===== src/rtl/de_mdu_issue_pkg.sv =====
// Shared definitions for the D/E issue stage: MDU op encodings and the
// "no exception" code.
package de_mdu_issue_pkg;

   typedef enum logic [3:0] {
      MDU_OP_NOPE  = 4'd0,
      MDU_OP_MULT  = 4'd1,
      MDU_OP_MULTU = 4'd2,
      MDU_OP_DIV   = 4'd3,
      MDU_OP_DIVU  = 4'd4,
      MDU_OP_MTHI  = 4'd5,
      MDU_OP_MTLO  = 4'd6,
      MDU_OP_MFHI  = 4'd7,
      MDU_OP_MFLO  = 4'd8
   } mdu_op_t;

   localparam logic [4:0]  EXC_NONE    = 5'd0;
   localparam logic [31:0] EXC_PC_BOOT = 32'h0000_4180;

endpackage


===== src/rtl/de_mdu_issue_if.sv =====
// D/E issue bus: D-stage fields and control in, E-stage fields and stall out.
// The optional mdu_stall_cnt member exists only when MDU_STALL_CNT_EN is defined.
interface de_mdu_issue_if;

   logic        req;
   logic        other_stall;
   logic        mdu_busy;
   logic [31:0] d_pc;
   logic [31:0] d_instr;
   logic        d_bd;
   logic [4:0]  d_exc;
   logic [31:0] d_rs_val;
   logic [31:0] d_rt_val;
   logic [3:0]  d_mdu_op;
   logic        d_mdu_start;
   logic        d_mdu_use;

   logic        stall_d;
   logic [31:0] e_pc;
   logic [31:0] e_instr;
   logic        e_bd;
   logic [4:0]  e_exc;
   logic [31:0] e_d1;
   logic [31:0] e_d2;
   logic [3:0]  e_mdu_op;
   logic        e_mdu_start;
`ifdef MDU_STALL_CNT_EN
   logic [31:0] mdu_stall_cnt;
`endif

   // Master drives the D side (decode/CP0/MDU); slave is the issue register.
   modport master (
      output req, other_stall, mdu_busy, d_pc, d_instr, d_bd, d_exc,
             d_rs_val, d_rt_val, d_mdu_op, d_mdu_start, d_mdu_use,
      input  stall_d, e_pc, e_instr, e_bd, e_exc, e_d1, e_d2,
             e_mdu_op, e_mdu_start
`ifdef MDU_STALL_CNT_EN
      , input mdu_stall_cnt
`endif
   );

   modport slave (
      input  req, other_stall, mdu_busy, d_pc, d_instr, d_bd, d_exc,
             d_rs_val, d_rt_val, d_mdu_op, d_mdu_start, d_mdu_use,
      output stall_d, e_pc, e_instr, e_bd, e_exc, e_d1, e_d2,
             e_mdu_op, e_mdu_start
`ifdef MDU_STALL_CNT_EN
      , output mdu_stall_cnt
`endif
   );

endinterface


===== src/rtl/de_mdu_issue_mdu_hazard_chk.sv =====
// MDU structural hazard: an instruction touching HI/LO must wait while the
// MDU is busy, or while a start sits in E (busy rises one cycle after start).
module de_mdu_issue_mdu_hazard_chk (
   input  logic i_mdu_use,
   input  logic i_mdu_busy,
   input  logic i_e_mdu_start,
   output logic o_mdu_stall
);

   // Pure combinational interlock.
   always_comb begin
      o_mdu_stall = i_mdu_use & (i_mdu_busy | i_e_mdu_start);
   end

endmodule


===== src/rtl/de_mdu_issue.sv =====
// D/E pipeline register with MDU interlock. Flushes to EXC_PC on a CP0 request,
// inserts bubbles while D is stalled, and blocks MDU starts from faulting
// instructions. Optional feature: MDU_STALL_CNT_EN adds a saturating
// count of MDU stall cycles (not counted while req is high).
module de_mdu_issue
   import de_mdu_issue_pkg::*;
#(
   parameter logic [31:0] EXC_PC = EXC_PC_BOOT
) (
   input  logic            clk,
   input  logic            reset,
   de_mdu_issue_if.slave   bus
);

   logic        w_mdu_stall;
   logic        w_stall_d;

   logic [31:0] r_pc;
   logic [31:0] r_instr;
   logic        r_bd;
   logic [4:0]  r_exc;
   logic [31:0] r_d1;
   logic [31:0] r_d2;
   logic [3:0]  r_mdu_op;
   logic        r_mdu_start;

   de_mdu_issue_mdu_hazard_chk u_hazard (
      .i_mdu_use     (bus.d_mdu_use),
      .i_mdu_busy    (bus.mdu_busy),
      .i_e_mdu_start (r_mdu_start),
      .o_mdu_stall   (w_mdu_stall)
   );

   // Stall is deliberately not masked by req; the flush takes priority in the register.
   always_comb begin
      w_stall_d = w_mdu_stall | bus.other_stall;
   end

   // E register: reset > flush > bubble (keeps PC/BD for EPC) > load.
   always_ff @(posedge clk) begin
      if (reset) begin
         r_pc        <= 32'd0;
         r_instr     <= 32'd0;
         r_bd        <= 1'b0;
         r_exc       <= EXC_NONE;
         r_d1        <= 32'd0;
         r_d2        <= 32'd0;
         r_mdu_op    <= MDU_OP_NOPE;
         r_mdu_start <= 1'b0;
      end else if (bus.req) begin
         r_pc        <= EXC_PC;
         r_instr     <= 32'd0;
         r_bd        <= 1'b0;
         r_exc       <= EXC_NONE;
         r_d1        <= 32'd0;
         r_d2        <= 32'd0;
         r_mdu_op    <= MDU_OP_NOPE;
         r_mdu_start <= 1'b0;
      end else if (w_stall_d) begin
         r_pc        <= bus.d_pc;
         r_instr     <= 32'd0;
         r_bd        <= bus.d_bd;
         r_exc       <= EXC_NONE;
         r_d1        <= 32'd0;
         r_d2        <= 32'd0;
         r_mdu_op    <= MDU_OP_NOPE;
         r_mdu_start <= 1'b0;
      end else begin
         r_pc        <= bus.d_pc;
         r_instr     <= bus.d_instr;
         r_bd        <= bus.d_bd;
         r_exc       <= bus.d_exc;
         r_d1        <= bus.d_rs_val;
         r_d2        <= bus.d_rt_val;
         if (bus.d_exc != EXC_NONE) begin
            r_mdu_op    <= MDU_OP_NOPE;
            r_mdu_start <= 1'b0;
         end else begin
            r_mdu_op    <= bus.d_mdu_op;
            r_mdu_start <= bus.d_mdu_start;
         end
      end
   end

   assign bus.stall_d     = w_stall_d;
   assign bus.e_pc        = r_pc;
   assign bus.e_instr     = r_instr;
   assign bus.e_bd        = r_bd;
   assign bus.e_exc       = r_exc;
   assign bus.e_d1        = r_d1;
   assign bus.e_d2        = r_d2;
   assign bus.e_mdu_op    = r_mdu_op;
   assign bus.e_mdu_start = r_mdu_start;

`ifdef MDU_STALL_CNT_EN
   logic [31:0] r_stall_cnt;

   // Saturating count of MDU-stall cycles outside of a flush.
   always_ff @(posedge clk) begin
      if (reset) begin
         r_stall_cnt <= 32'd0;
      end else if (w_mdu_stall && !bus.req && (r_stall_cnt != 32'hFFFF_FFFF)) begin
         r_stall_cnt <= r_stall_cnt + 32'd1;
      end
   end

   assign bus.mdu_stall_cnt = r_stall_cnt;
`endif

endmodule


===== src/flat_wrapper.sv =====
// flat-port wrapper written by rule: the top's interface ports become plain ports
module de_mdu_issue_flat import de_mdu_issue_pkg::*;
#(
   parameter logic [31:0] EXC_PC = EXC_PC_BOOT
)
  (clk, reset, bus_req, bus_other_stall, bus_mdu_busy, bus_d_pc, bus_d_instr, bus_d_bd, bus_d_exc, bus_d_rs_val, bus_d_rt_val, bus_d_mdu_op, bus_d_mdu_start, bus_d_mdu_use, bus_stall_d, bus_e_pc, bus_e_instr, bus_e_bd, bus_e_exc, bus_e_d1, bus_e_d2, bus_e_mdu_op, bus_e_mdu_start);
  de_mdu_issue_if bus_i ();
  input  logic clk;
  input  logic reset;
  input wire logic [$bits(bus_i.req)-1:0] bus_req;
  input wire logic [$bits(bus_i.other_stall)-1:0] bus_other_stall;
  input wire logic [$bits(bus_i.mdu_busy)-1:0] bus_mdu_busy;
  input wire logic [$bits(bus_i.d_pc)-1:0] bus_d_pc;
  input wire logic [$bits(bus_i.d_instr)-1:0] bus_d_instr;
  input wire logic [$bits(bus_i.d_bd)-1:0] bus_d_bd;
  input wire logic [$bits(bus_i.d_exc)-1:0] bus_d_exc;
  input wire logic [$bits(bus_i.d_rs_val)-1:0] bus_d_rs_val;
  input wire logic [$bits(bus_i.d_rt_val)-1:0] bus_d_rt_val;
  input wire logic [$bits(bus_i.d_mdu_op)-1:0] bus_d_mdu_op;
  input wire logic [$bits(bus_i.d_mdu_start)-1:0] bus_d_mdu_start;
  input wire logic [$bits(bus_i.d_mdu_use)-1:0] bus_d_mdu_use;
  output wire logic [$bits(bus_i.stall_d)-1:0] bus_stall_d;
  output wire logic [$bits(bus_i.e_pc)-1:0] bus_e_pc;
  output wire logic [$bits(bus_i.e_instr)-1:0] bus_e_instr;
  output wire logic [$bits(bus_i.e_bd)-1:0] bus_e_bd;
  output wire logic [$bits(bus_i.e_exc)-1:0] bus_e_exc;
  output wire logic [$bits(bus_i.e_d1)-1:0] bus_e_d1;
  output wire logic [$bits(bus_i.e_d2)-1:0] bus_e_d2;
  output wire logic [$bits(bus_i.e_mdu_op)-1:0] bus_e_mdu_op;
  output wire logic [$bits(bus_i.e_mdu_start)-1:0] bus_e_mdu_start;
  assign bus_i.req = bus_req;
  assign bus_i.other_stall = bus_other_stall;
  assign bus_i.mdu_busy = bus_mdu_busy;
  assign bus_i.d_pc = bus_d_pc;
  assign bus_i.d_instr = bus_d_instr;
  assign bus_i.d_bd = bus_d_bd;
  assign bus_i.d_exc = bus_d_exc;
  assign bus_i.d_rs_val = bus_d_rs_val;
  assign bus_i.d_rt_val = bus_d_rt_val;
  assign bus_i.d_mdu_op = bus_d_mdu_op;
  assign bus_i.d_mdu_start = bus_d_mdu_start;
  assign bus_i.d_mdu_use = bus_d_mdu_use;
  assign bus_stall_d = bus_i.stall_d;
  assign bus_e_pc = bus_i.e_pc;
  assign bus_e_instr = bus_i.e_instr;
  assign bus_e_bd = bus_i.e_bd;
  assign bus_e_exc = bus_i.e_exc;
  assign bus_e_d1 = bus_i.e_d1;
  assign bus_e_d2 = bus_i.e_d2;
  assign bus_e_mdu_op = bus_i.e_mdu_op;
  assign bus_e_mdu_start = bus_i.e_mdu_start;
  de_mdu_issue #(.EXC_PC(EXC_PC)) u_core (.clk(clk), .reset(reset), .bus(bus_i));
endmodule

===== config.mk =====
export PLATFORM = sky130hd
export DESIGN_NAME = de_mdu_issue_flat
export DESIGN_NICKNAME = d
export VERILOG_FILES = /design/src/rtl/de_mdu_issue_pkg.sv /design/src/rtl/de_mdu_issue_if.sv /design/src/rtl/de_mdu_issue_mdu_hazard_chk.sv /design/src/rtl/de_mdu_issue.sv /design/src/flat_wrapper.sv
export SDC_FILE = /design/constraint.sdc
export NUM_CORES = 1
export LEC_CHECK = 0
export ABC_AREA = 1
export BUFFER_PORTS_ARGS = -buffer_cell sky130_fd_sc_hd__buf_2
export CORE_ASPECT_RATIO = 0.7
export CORE_MARGIN = 8
export CORE_UTILIZATION = 35
export CTS_BUF_LIST = sky130_fd_sc_hd__clkbuf_8
export DETAILED_ROUTE_END_ITERATION = 8
export PLACE_DENSITY = 0.75
export SLEW_MARGIN = 30
export SYNTH_ARGS = -nofsm -noshare
export SYNTH_HDL_FRONTEND = slang
export SYNTH_SLANG_ARGS = --single-unit

===== constraint.sdc =====
create_clock -name clk -period 1.1 [get_ports clk]
set_input_delay 0.165 -clock clk [delete_from_list [all_inputs] [get_ports clk]]
set_output_delay 0.165 -clock clk [all_outputs]
set_load 0.03 [all_outputs]

==> results.py <==
metrics = {
    "floorplanning": {
        "die_h_um": 105,
        "fp.dieW_um": 143,
        "coreArea_um2": 11000,
        "ios": 285,
        "start_util_pct": 36.0,
        "die-area_um2": 15000,
        "num_rows": 32,
    },
    "worst_setup_path": {
        "criticalPathCategory": "reg2reg",
        "rr_worst_depth": 6,
        "r2r-end": "u_core.bus.e_d2[29]",
        "critPathLaunch": "u_core.bus.e_mdu_start",
        "cp-start-kind": "flip-flop",
        "crit_fanout": 11,
        "cp.required_ns": 1.46,
        "timing.rr.start": "u_core.bus.e_mdu_start",
        "reg2reg_slack_ns": -0.20,
        "end_kind": "flip-flop",
        "cp.arrival_ns": 1.67,
    },
    "logic_synthesis": {
        "synth_area_per_cell_um2": 9.01,
        "ys_seq_elements": 139,
        "syn_inst": 440,
        "seq_area_frac_synth_pct": 70.2,
        "synth_top_area_share_pct": 70.2,
        "syn-num-nets": 585,
        "yosysWarnings": 0,
        "synth_area_leader_cell": "dfxtp_1",
        "yosysUniqueCellTypes": 12,
        "synthesis.area_um2": 3960,
        "synthTopCellsByArea": "dfxtp_1 70%, nor2_1 13%, inv_1 13%",
    },
    "place": {
        "portBuffers": 284,
        "post-place-cells": 868,
        "place.gp.congestion": 0.794,
        "hpwlAfterDp_um": 9330,
    },
    "finish": {
        "final_cells": 1060,
        "area_delta_synth_final_pct": 123,
        "fillers": 571,
        "layout_commonest_cell": "buf_2",
        "nets": 1034,
        "drive_gt1_share_pct": 55.1,
        "final_util_pct": 80.2,
        "most-common-layout-cells": "144 x buf_2, 141 x dlygate4sd3_1, 139 x inv_1",
    },
    "cts": {
        "ctsLongestPathBuffers": 2,
        "insertion_delay_ns": 0.43,
        "clock_sinks": 139,
        "clkTransAtPathRegs_ns": 0.08,
        "cts_buffers": 17,
        "cts-root-buf": "clkbuf_8",
        "cts.htree.levels": 4,
        "cts_tree": "yes",
    },
    "routing": {
        "vias": 4467,
        "wl_met1_um": 6290,
        "drtAntennaViolNets": 0,
        "wl_per_cell_um": 18.3,
        "wl_met2_um": 10100,
        "avgViaCountPerCell": 4.21,
        "firstDrtPassIters": 5,
        "drcViolationCount": 0,
        "drt_wl_total_um": 19400,
        "routed.top_layer": "met4",
        "met3_length_um": 1980,
        "drt_iter0_drc": 151,
    },
    "sta": {
        "finalCriticalPeriod_ns": 1.30,
        "setup_tns_ns": -15.13,
        "layout_setup_ws_ns": -0.204,
        "report.final.setup_viol": 109,
        "slew_headroom_pct": 83.8,
        "timing.hold.ws_ns": 0.0971,
        "drv_slew": 0,
        "hold_violations": 0,
        "finClkSkew_ns": 0.0131,
        "worst_pin_slew_ns": 0.242,
        "rsz0062_at_grt": "true",
        "timing.final.crit_share_pct": 119,
        "max_freq_ghz": 0.767,
    },
    "pwr": {
        "power_frac_seq_pct": 45.6,
        "peakVddDrop_mv": 1.04,
        "pwr-share-clk_pct": 39.5,
        "pwr-share-comb_pct": 14.9,
        "power.leakage_nw": 4.61,
        "pwr_density_cell_nw_per_um2": 1310,
        "switchingPower_w": 0.00289,
        "intPower_w": 0.00864,
        "switching_share_pct": 25.1,
    },
    "worst_hold_path": {
        "holdCritStartpoint": "reset",
        "hp-class": "in2reg",
        "holdPathStages": 4,
        "min_to": "u_core.bus.e_pc[11]",
    },
    "global_route": {
        "grt.total_usage_pct": 22.2,
        "antenna_found_initial": 5,
        "grt-ovfl-total": 0,
        "grt_pass1_wl_um": 25300,
        "grt_pass1_vias": 4763,
        "grt_max_degree": 45,
    },
    "outcome": {
        "failed_checks": "negative setup slack",
        "status": "finished with violations",
    },
    "run": {
        "drv_cap": 0,
    },
}
==> cell usage after synthesis <==
cell        n
nor2_2      1
nand3_1     1
nor3_1      5
nor2_1    139
buf_4       1
buf_6       4
clkbuf_1    9
inv_1     138
dfxtp_1   139
nand3_2     1
o21ai_1     1
nand2_1     1
==> final cells by class <==
| cell class | instances | area, µm² | share of cell area, % |
|---|---|---|---|
| Antenna cell | 5 | 12.5 | 0.142 |
| Timing Repair Buffer | 444 | 3990 | 45.1 |
| Multi-Input combinational cell | 149 | 756 | 8.56 |
| Inverter | 138 | 518 | 5.86 |
| Tap cell | 153 | 191 | 2.17 |
| Clock buffer | 18 | 248 | 2.80 |
| Clock inverter | 14 | 195 | 2.21 |
| Sequential cell | 139 | 2930 | 33.1 |
==> worst max-delay path by stage <==
stage,to,cells after the start
5_1_grt,u_core.bus.e_instr[4],6
3_3_place_gp,u_core.bus.e_d1[1],4
3_5_place_dp,u_core.bus.e_instr[1],4
6_report,u_core.bus.e_d2[29],6
4_1_cts,bus_stall_d,3
2_1_floorplan,u_core.bus.e_d1[16],5
==> worst max-delay path, stage by stage (launching register included) <==
cell and delay (ns):
dfxtp_2 0.34, o21ai_4 0.13, buf_4 0.13, nand3_4 0.15
buf_6 0.19, clkbuf_16 0.19, nor2_4 0.10
==> power by group through the flow <==
stage,Clock [W],Combinational (W),Sequential (W)
finish,0.00456,0.00171,0.00526
global route,0.00491,0.00181,0.00527
CTS,0.00460,0.00147,0.00521
detailed placement,0,0.000951,0.00531
global placement,0,0.000937,0.00531
floorplan,0,0.000214,0.00560
==> registers in the layout, indices dropped and copies added, names as in the netlist <==
name / flops
u_core.bus.e_d2: 32
u_core.bus.e_d1: 32
u_core.bus.e_instr: 32
u_core.bus.e_bd: 1
u_core.bus.e_exc: 5
u_core.bus.e_mdu_op: 4
u_core.bus.e_mdu_start: 1
u_core.bus.e_pc: 32
==> cell families (layout without fill, tap and decap cells) <==
logic type,after synthesis,in the layout,share of synthesized area (%)
AOI/OAI and AO/OA,1,1,0.126
buffers and inverters,152,614,15.2
DFF,139,139,70.2
other,0,5,0
and+or+nand+nor,148,148,14.4
==> repair_timing <==
action / 4_1_cts / 5_1_grt
hold endpoints to repair: 139 / 0
hold buffers: 141 / 0
pin swaps: 1 / 0
setup buffers: 3 / 6
cloned: 2 / 3
resized for setup: 165 / 285
endpoints found under the setup margin: 169 / 235
==> layer usage <==
layer  track usage, %  up-vias
li1                 -     2098
met4             15.1        0
met5                0        -
met1             19.3     2029
met3             9.36       75
met2             40.6      265
==> per-stage QoR <==
stage	power, W	setup slack, ns	area (µm²)
2_1_floorplan	0.00581	0.00422	3980
3_3_place_gp	0.00624	0.0460	5580
3_5_place_dp	0.00626	-0.00957	5580
4_1_cts	0.0113	-0.193	7960
5_1_grt	0.0120	-0.289	8830
6_report	0.0115	-0.204	8830
Power figures use the tool's default switching activity.
